===== src/rtl/icache_pkg.sv =====
// Shared definitions for the instruction-cache line refill path.
// Holds the line geometry (line, beat and address widths, memory depth),
// the quantities derived from it, the refill FSM state encoding and the
// helper that clears the byte-within-line bits of an address.
package icache_pkg;

    localparam int LINE_WIDTH   = 512;
    localparam int BEAT_WIDTH   = 32;
    localparam int MEMORY_DEPTH = 512;
    localparam int ADDR_WIDTH   = 32;

    // Byte-offset bits inside a line, line-index bits, beats per line.
    localparam int OFF_W      = $clog2(LINE_WIDTH / 8);
    localparam int IDX_W      = $clog2(MEMORY_DEPTH);
    localparam int BEATS      = LINE_WIDTH / BEAT_WIDTH;
    localparam int CNT_W      = $clog2(BEATS);
    // Byte-offset bits inside one beat; the critical-word index sits above them.
    localparam int WORD_OFF_W = $clog2(BEAT_WIDTH / 8);

    typedef enum logic [2:0] {
        IDLE  = 3'd0,
        REQ   = 3'd1,
        FILL  = 3'd2,
        WRITE = 3'd3,
        DONE  = 3'd4
    } state_t;

    // Clear the byte-within-line bits so the request is line aligned.
    function automatic logic [ADDR_WIDTH-1:0] line_align(input logic [ADDR_WIDTH-1:0] addr);
        logic [ADDR_WIDTH-1:0] mask;
        mask = {ADDR_WIDTH{1'b1}} << OFF_W;
        return addr & mask;
    endfunction

endpackage


===== src/rtl/icache_line_assembler.sv =====
// Beat collector for one cache line.
// Keeps the beat counter and the line buffer, flags the last beat of the
// line, and produces the one-cycle forward pulse for the critical word.
// Ports:
//   CLK, RST_N    clock and asynchronous active-low reset
//   start         clears the beat counter when a new refill is accepted
//   crit          index of the beat holding the requested instruction
//   beat_accept   a beat is being accepted this cycle
//   beat_data     the beat being accepted
//   last_beat     the accepted beat is the final one of the line
//   line          assembled line buffer
//   fwd_valid     one-cycle pulse, the cycle after the critical beat
//   fwd_data      the critical beat, held until the next one
module icache_line_assembler
    import icache_pkg::*;
(
    input  logic                  CLK,
    input  logic                  RST_N,
    input  logic                  start,
    input  logic [CNT_W-1:0]      crit,
    input  logic                  beat_accept,
    input  logic [BEAT_WIDTH-1:0] beat_data,
    output logic                  last_beat,
    output logic [LINE_WIDTH-1:0] line,
    output logic                  fwd_valid,
    output logic [BEAT_WIDTH-1:0] fwd_data
);

    logic [CNT_W-1:0]      cnt_r;
    logic [LINE_WIDTH-1:0] line_r;
    logic                  fwd_valid_r;
    logic [BEAT_WIDTH-1:0] fwd_data_r;
    logic                  crit_hit_s;
    logic                  last_beat_s;

    // Decode last-beat and critical-beat hits from the current counter.
    always_comb begin
        last_beat_s = 1'b0;
        crit_hit_s  = 1'b0;
        if (beat_accept) begin
            last_beat_s = (cnt_r == CNT_W'(BEATS - 1));
            crit_hit_s  = (cnt_r == crit);
        end else begin
            last_beat_s = 1'b0;
            crit_hit_s  = 1'b0;
        end
    end

    // Beat counter and line buffer; the counter wraps to 0 after the last beat.
    always_ff @(posedge CLK or negedge RST_N) begin
        if (!RST_N) begin
            cnt_r  <= {CNT_W{1'b0}};
            line_r <= {LINE_WIDTH{1'b0}};
        end else if (start) begin
            cnt_r  <= {CNT_W{1'b0}};
        end else if (beat_accept) begin
            line_r[cnt_r * BEAT_WIDTH +: BEAT_WIDTH] <= beat_data;
            cnt_r                                    <= cnt_r + CNT_W'(1);
        end
    end

    // Critical-word forward register: pulse one cycle after the hit.
    always_ff @(posedge CLK or negedge RST_N) begin
        if (!RST_N) begin
            fwd_valid_r <= 1'b0;
            fwd_data_r  <= {BEAT_WIDTH{1'b0}};
        end else begin
            fwd_valid_r <= crit_hit_s;
            if (crit_hit_s) begin
                fwd_data_r <= beat_data;
            end
        end
    end

    assign last_beat = last_beat_s;
    assign line      = line_r;
    assign fwd_valid = fwd_valid_r;
    assign fwd_data  = fwd_data_r;

endmodule


===== src/rtl/icache_line_refill_writer.sv =====
// Write-side driver of the instruction-cache line memory.
// On a miss it requests the line-aligned address from the next level,
// gathers the returned beats into a full line (icache_line_assembler),
// forwards the critical word as soon as it arrives, writes the line through
// the single write port and then pulses REFILL_DONE one cycle later, so a
// re-read issued on DONE observes the new line despite the registered read.
// Ports:
//   CLK, RST_N                        clock, asynchronous active-low reset
//   REFILL_REQ, REFILL_ADDR           miss pulse and byte address (sampled in IDLE)
//   REFILL_BUSY                       high whenever not IDLE
//   MEM_ADDR, MEM_ADDR_VALID/READY    line-aligned request handshake
//   MEM_DATA, MEM_DATA_VALID/READY    returned beats, ascending word order
//   FWD_DATA, FWD_VALID               critical word forward
//   WRITE_ADDRESS, DATA_IN,
//   WRITE_ENABLE                      line memory write port
//   REFILL_DONE                       completion pulse after the write
// All outputs are registered; they are loaded from the next-state decode so
// they line up with the state register.
module icache_line_refill_writer
    import icache_pkg::*;
(
    input  logic                  CLK,
    input  logic                  RST_N,
    input  logic                  REFILL_REQ,
    input  logic [ADDR_WIDTH-1:0] REFILL_ADDR,
    output logic                  REFILL_BUSY,
    output logic [ADDR_WIDTH-1:0] MEM_ADDR,
    output logic                  MEM_ADDR_VALID,
    input  logic                  MEM_ADDR_READY,
    input  logic [BEAT_WIDTH-1:0] MEM_DATA,
    input  logic                  MEM_DATA_VALID,
    output logic                  MEM_DATA_READY,
    output logic [BEAT_WIDTH-1:0] FWD_DATA,
    output logic                  FWD_VALID,
    output logic [IDX_W-1:0]      WRITE_ADDRESS,
    output logic [LINE_WIDTH-1:0] DATA_IN,
    output logic                  WRITE_ENABLE,
    output logic                  REFILL_DONE
);

    state_t                state_r;
    state_t                state_next_s;
    logic                  start_s;
    logic                  beat_accept_s;
    logic                  last_beat_s;

    logic [CNT_W-1:0]      crit_r;
    logic [ADDR_WIDTH-1:0] mem_addr_r;
    logic [IDX_W-1:0]      write_address_r;
    logic                  refill_busy_r;
    logic                  mem_addr_valid_r;
    logic                  mem_data_ready_r;
    logic                  write_enable_r;
    logic                  refill_done_r;

    // Beats are only taken while the FSM is filling.
    assign beat_accept_s = (state_r == FILL) && MEM_DATA_VALID;

    icache_line_assembler u_assembler (
        .CLK         (CLK),
        .RST_N       (RST_N),
        .start       (start_s),
        .crit        (crit_r),
        .beat_accept (beat_accept_s),
        .beat_data   (MEM_DATA),
        .last_beat   (last_beat_s),
        .line        (DATA_IN),
        .fwd_valid   (FWD_VALID),
        .fwd_data    (FWD_DATA)
    );

    // Next-state decode; a new request is only taken in IDLE.
    always_comb begin
        state_next_s = state_r;
        start_s      = 1'b0;
        case (state_r)
            IDLE: begin
                if (REFILL_REQ) begin
                    state_next_s = REQ;
                    start_s      = 1'b1;
                end else begin
                    state_next_s = IDLE;
                end
            end
            REQ: begin
                if (MEM_ADDR_READY) begin
                    state_next_s = FILL;
                end else begin
                    state_next_s = REQ;
                end
            end
            FILL: begin
                if (last_beat_s) begin
                    state_next_s = WRITE;
                end else begin
                    state_next_s = FILL;
                end
            end
            WRITE:   state_next_s = DONE;
            DONE:    state_next_s = IDLE;
            default: state_next_s = IDLE;
        endcase
    end

    // State register.
    always_ff @(posedge CLK or negedge RST_N) begin
        if (!RST_N) begin
            state_r <= IDLE;
        end else begin
            state_r <= state_next_s;
        end
    end

    // Request capture: address, line index and critical beat held for the whole refill.
    always_ff @(posedge CLK or negedge RST_N) begin
        if (!RST_N) begin
            mem_addr_r      <= {ADDR_WIDTH{1'b0}};
            write_address_r <= {IDX_W{1'b0}};
            crit_r          <= {CNT_W{1'b0}};
        end else if (start_s) begin
            mem_addr_r      <= line_align(REFILL_ADDR);
            write_address_r <= REFILL_ADDR[OFF_W +: IDX_W];
            crit_r          <= REFILL_ADDR[OFF_W-1:WORD_OFF_W];
        end
    end

    // Registered control outputs, decoded from the state being entered.
    always_ff @(posedge CLK or negedge RST_N) begin
        if (!RST_N) begin
            refill_busy_r    <= 1'b0;
            mem_addr_valid_r <= 1'b0;
            mem_data_ready_r <= 1'b0;
            write_enable_r   <= 1'b0;
            refill_done_r    <= 1'b0;
        end else begin
            refill_busy_r    <= (state_next_s != IDLE);
            mem_addr_valid_r <= (state_next_s == REQ);
            mem_data_ready_r <= (state_next_s == FILL);
            write_enable_r   <= (state_next_s == WRITE);
            refill_done_r    <= (state_next_s == DONE);
        end
    end

    assign REFILL_BUSY    = refill_busy_r;
    assign MEM_ADDR       = mem_addr_r;
    assign MEM_ADDR_VALID = mem_addr_valid_r;
    assign MEM_DATA_READY = mem_data_ready_r;
    assign WRITE_ADDRESS  = write_address_r;
    assign WRITE_ENABLE   = write_enable_r;
    assign REFILL_DONE    = refill_done_r;

endmodule


===== config.mk =====
export PLATFORM = sky130hd
export DESIGN_NAME = icache_line_refill_writer
export DESIGN_NICKNAME = d
export VERILOG_FILES = /design/src/rtl/icache_pkg.sv /design/src/rtl/icache_line_assembler.sv /design/src/rtl/icache_line_refill_writer.sv
export SDC_FILE = /design/constraint.sdc
export NUM_CORES = 1
export LEC_CHECK = 0
export CORE_AREA = 2 2 255 257
export DETAILED_ROUTE_END_ITERATION = 6
export DIE_AREA = 0 0 257 259
export DONT_BUFFER_PORTS = 1
export PLACE_DENSITY = 0.47
export SLEW_MARGIN = 40
export SYNTH_ARGS = -nofsm -noshare
export SYNTH_HDL_FRONTEND = slang
export SYNTH_SLANG_ARGS = --single-unit

===== constraint.sdc =====
create_clock -name CLK -period 3.6 [get_ports CLK]
set_input_delay 0.72 -clock CLK [delete_from_list [all_inputs] [get_ports CLK]]
set_output_delay 0.72 -clock CLK [all_outputs]
set_load 0.02 [all_outputs]

### Word-level counts from Yosys, hierarchy flattened

Cells that the tools add are included.

| word-level totals | value |
|---|---|
| flip-flop bits (word level) | 596 |
| output and inout port bits | 591 |
| logic and storage cells | 43 |

| cells by class | value |
|---|---|
| $add $sub $neg | 2 |
| equal/unequal tests | 9 |
| shift-type cells | 2 |
| multiplexer cells | 11 |
| bitwise gates (word level) | 1 |
| reductions and logical operators | 5 |

Operator list:

| kind | number |
|---|---|
| 512-bit bitwise mux | 1 |
| 32-bit by 34-bit variable shift with 512-bit output, first input constant | 1 |
| 32-bit by 34-bit indexed part select with 512-bit output | 1 |
| 9-bit negator with 34-bit output | 1 |
| 3-bit by 2-bit == test with 1-bit output, second input constant | 4 |
| 3-bit one-hot mux with 4 select lines | 1 |
| 4-bit two-way mux | 2 |
| 3-bit by 1-bit == test with 1-bit output, second input constant | 2 |
| 1-bit two-way mux | 6 |
| 4-bit by 1-bit adder with 4-bit output, second input constant | 1 |
| 4-bit == test | 1 |
| 4-bit == test, second input constant | 1 |
| 3-bit == test, second input constant | 1 |
| 3-bit zero test | 1 |
| 3-bit nonzero test | 1 |
| 2-bit two-way mux | 1 |
| 2-bit AND reduction | 1 |
| 2-bit nonzero test | 1 |
| 1-bit logical AND | 1 |
| 1-bit NOT | 1 |

### Longest topological paths before layout

| depth | value |
|---|---|
| depth after elaboration | 6 |
| gate-level depth with buffers | 10 |

### Hierarchy

Synthesis repeated with hierarchy kept, for this count alone.

| unflattened totals | value |
|---|---|
| cell total of the unflattened synthesis | 2,170 |
| area, all modules | 24,649.9 sq um |

Modules (own cells, without submodules):

| module | times used | cells an instance | area each (sq um) | seq. area each (sq um) |
|---|---|---|---|---|
| icache_line_assembler | 1 | 2,060 | 23,047.1 | 13,738.2 |
| icache_line_refill_writer | 1 | 110 | 1,602.8 | 950.9 |

### Worst setup path before layout

Ideal clock, no wire load.

| path | value |
|---|---|
| kind | register -> register |
| start point | register u_assembler.cnt_r[0] |
| end point | register u_assembler.line_r[322], in the netlist u_assembler.line[322] |
| library setup time | 0.125 ns |
| arrival time | 2.730 ns |
| required time | 3.475 ns |
| setup slack | 0.745 ns |
| stages on the path, launching flop included | 9 |
| clock period less this slack | 2.855 ns |
| cells stage by stage | dfrtp_1 > clkbuf_1 > nor3_1 > ha_1 > clkbuf_1 > or4b_1 > nor3_1 > buf_2 > mux2_2 |

| on the way | value |
|---|---|
| word-level cells in the longest chain between the ends | 3 |
| elaborated cells on any way between the ends | 4 |
| classes of those cells | 1 x add/sub; 2 x shift; 1 x mux |

Ends and longest elaborated chain:

| element | line | text |
|---|---|---|
| start: declaration | icache_line_assembler.sv:29 | `logic [CNT_W-1:0] cnt_r;` |
| start signal: assignment | icache_line_assembler.sv:52 | `cnt_r <= {CNT_W{1'b0}};` |
| start signal: assignment | icache_line_assembler.sv:55 | `cnt_r <= {CNT_W{1'b0}};` |
| start signal: assignment | icache_line_assembler.sv:58 | `cnt_r <= cnt_r + CNT_W'(1);` |
| 9-bit negator with 34-bit output (*) | icache_line_assembler.sv:57 | `line_r[cnt_r * BEAT_WIDTH +: BEAT_WIDTH] <= beat_data;` |
| 32-bit by 34-bit indexed part select with 512-bit output or 32-bit by 34-bit variable shift with 512-bit output (tied branches) | icache_line_assembler.sv:57 |  |
| 512-bit bitwise mux (*) | icache_line_assembler.sv:57 |  |
| end signal: assignment | icache_line_assembler.sv:53 | `line_r <= {LINE_WIDTH{1'b0}};` |
| end signal: indexed assignment | icache_line_assembler.sv:57 |  |
| end: declaration | icache_line_assembler.sv:30 | `logic [LINE_WIDTH-1:0] line_r;` |

Mark *: on every way between the ends. The rest lies on a longest branch, timed or not.
A chain may end at the register's enable or synchronous reset.

### Worst setup path after layout

| path | value |
|---|---|
| start point | register u_assembler.cnt_r[0] |
| end point | register u_assembler.line_r[207], in the netlist u_assembler.line[207] |

The elaborated chain is that of the path after synthesis.

==> metrics.yaml <==
synth:
  syn_area_per_cell_um2: 15.4
  synth_top_family_by_area: "multiplexers"
  synthesis.area_um2: 22500
  synth-xor-area-share: 0.00234
  post_synth_num_cell_types: 45
  synth_adder_area_share: 0.00167
  synth_seq_cells: 587
  synth-compound-area-share: 0.0125
  synth-simple-area-share: 0.0285
  synth_mux_area_frac: 0.270
  ys_warn_count: 0
  syn_inst: 1455
  ys_seq_area_frac: 0.654
setup_path:
  ff2ff_path_depth: 7
  end_kind: "flip-flop"
  critPathMaxStageDelay_ps: 620
  r2r_start: "u_assembler.cnt_r[0]$_DFFE_PN0P_"
  cp-start-kind: "flip-flop"
  rrSetupSlack_ps: 590
  crit_start: "u_assembler.cnt_r[0]$_DFFE_PN0P_"
  worst-path-buf-inv: 2
  path_max_fanout: 22
  cp_top_family: "simple AND/OR/NAND/NOR gates"
  crit_slowest_cell: "or3b_2"
  required_ps: 4090
  worstPathArrival_ps: 3490
  path_cells: "inv_1 -> ha_1 -> nor2b_1 -> nand2_1 -> or3b_2 -> buf_4 -> mux2_1"
  crit_type: "flip-flop to flip-flop"
  reg2reg_to: "u_assembler.line[207]$_DFFE_PN0P_"
timing:
  tns_ps: 0
  skew_ps: 11.7
  slew_headroom: -0.468
  rsz0062_at_grt: "false"
  finalHoldViolCount: 171
  worst_pin_slew_ps: 2200
  fin_crit_sh: 0.836
  fmax_mhz: 332
  fin_crit_ps: 3010
  setup-violations-final: 0
  slew_viol_final: 273
  hold_slack_ps: -187
global_route:
  overflow: 0
  first_global_vias: 12500
  use_met1: 0.227
  groute.layer.met3.usage: 0.0793
  grt_pass1_wl_um: 95200
  grt_use_met2: 0.328
  antenna_found_initial: 3
  grtUsageTotal: 0.195
  busiest_layer: "met2"
  grt_max_degree: 588
worst_hold_path:
  hp-class: "input pin to asynchronous set/reset pin"
power_and_ir_drop:
  p_leak_nw: 12.8
  powerDensity_nw_per_um2: 705
  total_power_mw: 17.9
  sw_frac_of_total: 0.316
  switchingPower_mw: 5.64
  internal-power_mw: 12.2
  power_frac_seq: 0.548
  p_clk_frac: 0.356
  combPwrFrac: 0.097
  max-vdd-ir-drop_v: 0.000479
finish:
  syn_to_final_growth_pct: 12.8
  fin_nets: 1501
  fill_cells: 5946
  drive_above_1_share: 0.436
  layout_commonest_cell: "dfrtp_1"
  finalInstanceArea_um2: 25400
  final_cell_mix: "dfrtp_1 (587), mux2_2 (476), clkbuf_16 (63), inv_1 (38), nand2_1 (37)"
route:
  wire_per_inst_um: 28.5
  drt-vias-per-instance: 5.07
  drtPass1Iterations: 6
  drt_iter0_markers: 630
  route.detailed.drc: 0
  vias: 11800
  drt_wl_total_um: 66700
  ant_nets: 0
outcome:
  violations: "negative hold slack, max-slew violations"
  status: "finished with violations"
placement:
  gp_congestion: 0.771
  port_buffers: 0
  dp_hpwl_um: 44900
  place_area_um2: 23300
clock_tree:
  cts_resized: 0
  htree_num_levels: 2
  clk_pin_slew_ps: 60
  cts.sinks: 587
  clock_latency_ps: 610
  root_buffer: "clkbuf_16"
  cts_buffers: 61
  cts_tree: "yes"
  cts.path.max_buffers: 3
  post-cts-setup-buffers: 0
flow_run:
  maxCapViolCount: 0
floorplanning:
  start_util: 0.352
  die_height_um: 259
  rows: 93
  die_w_um: 257
  pin_count: 660
  core_um2: 63900
  dieArea_um2: 66600
[registers in the layout, indices dropped and copies added (netlist names)]
name                   cells
u_assembler.fwd_valid      1
state_r                    3
u_assembler.line         512
REFILL_DONE                1
crit_r                     4
MEM_ADDR_VALID             1
REFILL_BUSY                1
u_assembler.cnt_r          4
MEM_DATA_READY             1
MEM_ADDR                  18
WRITE_ADDRESS              8
u_assembler.fwd_data      32
WRITE_ENABLE               1
[worst max path at each step]
stage                                                    to  slack (ps)  cells past startpoint
after floorplan           u_assembler.line[322]$_DFFE_PN0P_         750                      8
after global placement    u_assembler.line[448]$_DFFE_PN0P_         620                      5
after detailed placement  u_assembler.line[209]$_DFFE_PN0P_         610                      7
after CTS                 u_assembler.line[207]$_DFFE_PN0P_         600                      7
after global routing      u_assembler.line[205]$_DFFE_PN0P_         440                      7
final                     u_assembler.line[207]$_DFFE_PN0P_         590                      7
[power by group through the flow]
stage               clock network, mW  registers (mW)  logic, mW
global placement                    0            9.95       1.62
finish                           6.36            9.79       1.73
CTS                              6.54            9.83       1.75
global route                     6.80            9.91       1.91
floorplan                           0            9.31       1.60
detailed placement                  0            9.94       1.74
[cell type report]
type / count / area (um2) / area share
clock inverters: 20 / 188 / 0.00740
diodes: 3 / 7.51 / 0.000296
repair buffers: 26 / 253 / 0.00997
multi-input cells: 715 / 7160 / 0.283
flip-flops and latches: 587 / 14700 / 0.579
well taps: 855 / 1070 / 0.0422
clock buffers: 94 / 1840 / 0.0727
inverters: 38 / 143 / 0.00563
[cell families (layout without fill, tap and decap cells)]
group / count (synthesis) / in the layout
other: 1 / 9
AO/OA/AOI/OAI: 53 / 53
multiplexers: 529 / 529
buffers and inverters: 158 / 178
AND/OR/NAND/NOR: 118 / 118
adder cells (fa/ha/maj): 3 / 3
flip-flops: 587 / 587
XOR/XNOR: 6 / 6
[through the flow]
| step | setup slack [ps] | utilization | hold WS (ps) | instances |
|---|---|---|---|---|
| floorplan | 745 | - | 424 | 1460 |
| global placement | 618 | 0.364 | 439 | 2220 |
| detailed placement | 613 | 0.365 | 441 | 2221 |
| CTS | 600 | 0.397 | -225 | 2335 |
| global route | 444 | 0.397 | -219 | 2336 |
| finish | 591 | 0.397 | -187 | 2338 |
[per-layer routing]
layer | wire [um] | vias to the layer above
met5 | 0 | -
met4 | 2100 | 0
met3 | 6250 | 107
met2 | 33000 | 428
met1 | 25400 | 6330
li1 | - | 4980
[synthesized netlist by cell type]
cell type	instances	share of area
or4bb_1	1	0.00050
conb_1	1	0.00017
and4bb_2	1	0.00056
or3b_1	1	0.00039
or4b_1	2	0.00089
mux2_2	476	0.24
a21oi_1	2	0.00045
nor3b_1	1	0.00033
a2111oi_0	1	0.00039
xnor2_1	4	0.0016
nand4bb_1	1	0.00050
nor2b_1	1	0.00028
o21bai_1	1	0.00033
nand4_1	8	0.0022
buf_6	4	0.0020
nand4b_1	1	0.00039
nor4b_1	1	0.00039
or2_2	1	0.00028
nor4b_2	1	0.00067
buf_2	18	0.0040
nand3b_1	2	0.00067
nor4_2	2	0.0011
nand2b_1	1	0.00028
mux2_4	30	0.020
inv_1	38	0.0063
a211o_1	1	0.00039
mux2_1	23	0.012
and2_0	1	0.00028
xor2_1	2	0.00078
nor3_1	6	0.0013
dfrtp_1	587	0.65
clkbuf_1	83	0.014
or3_1	2	0.00056
o21ai_0	29	0.0065
ha_1	3	0.0017
o21ai_1	17	0.0038
o31ai_1	1	0.00033
o21a_1	1	0.00033
nor2_1	10	0.0017
and4_1	2	0.00078
nand3_1	33	0.0073
or4b_4	1	0.00061
buf_4	15	0.0050
nand2_1	37	0.0062
and3_1	1	0.00028
Note: power is estimated with default switching activity, not from simulation.
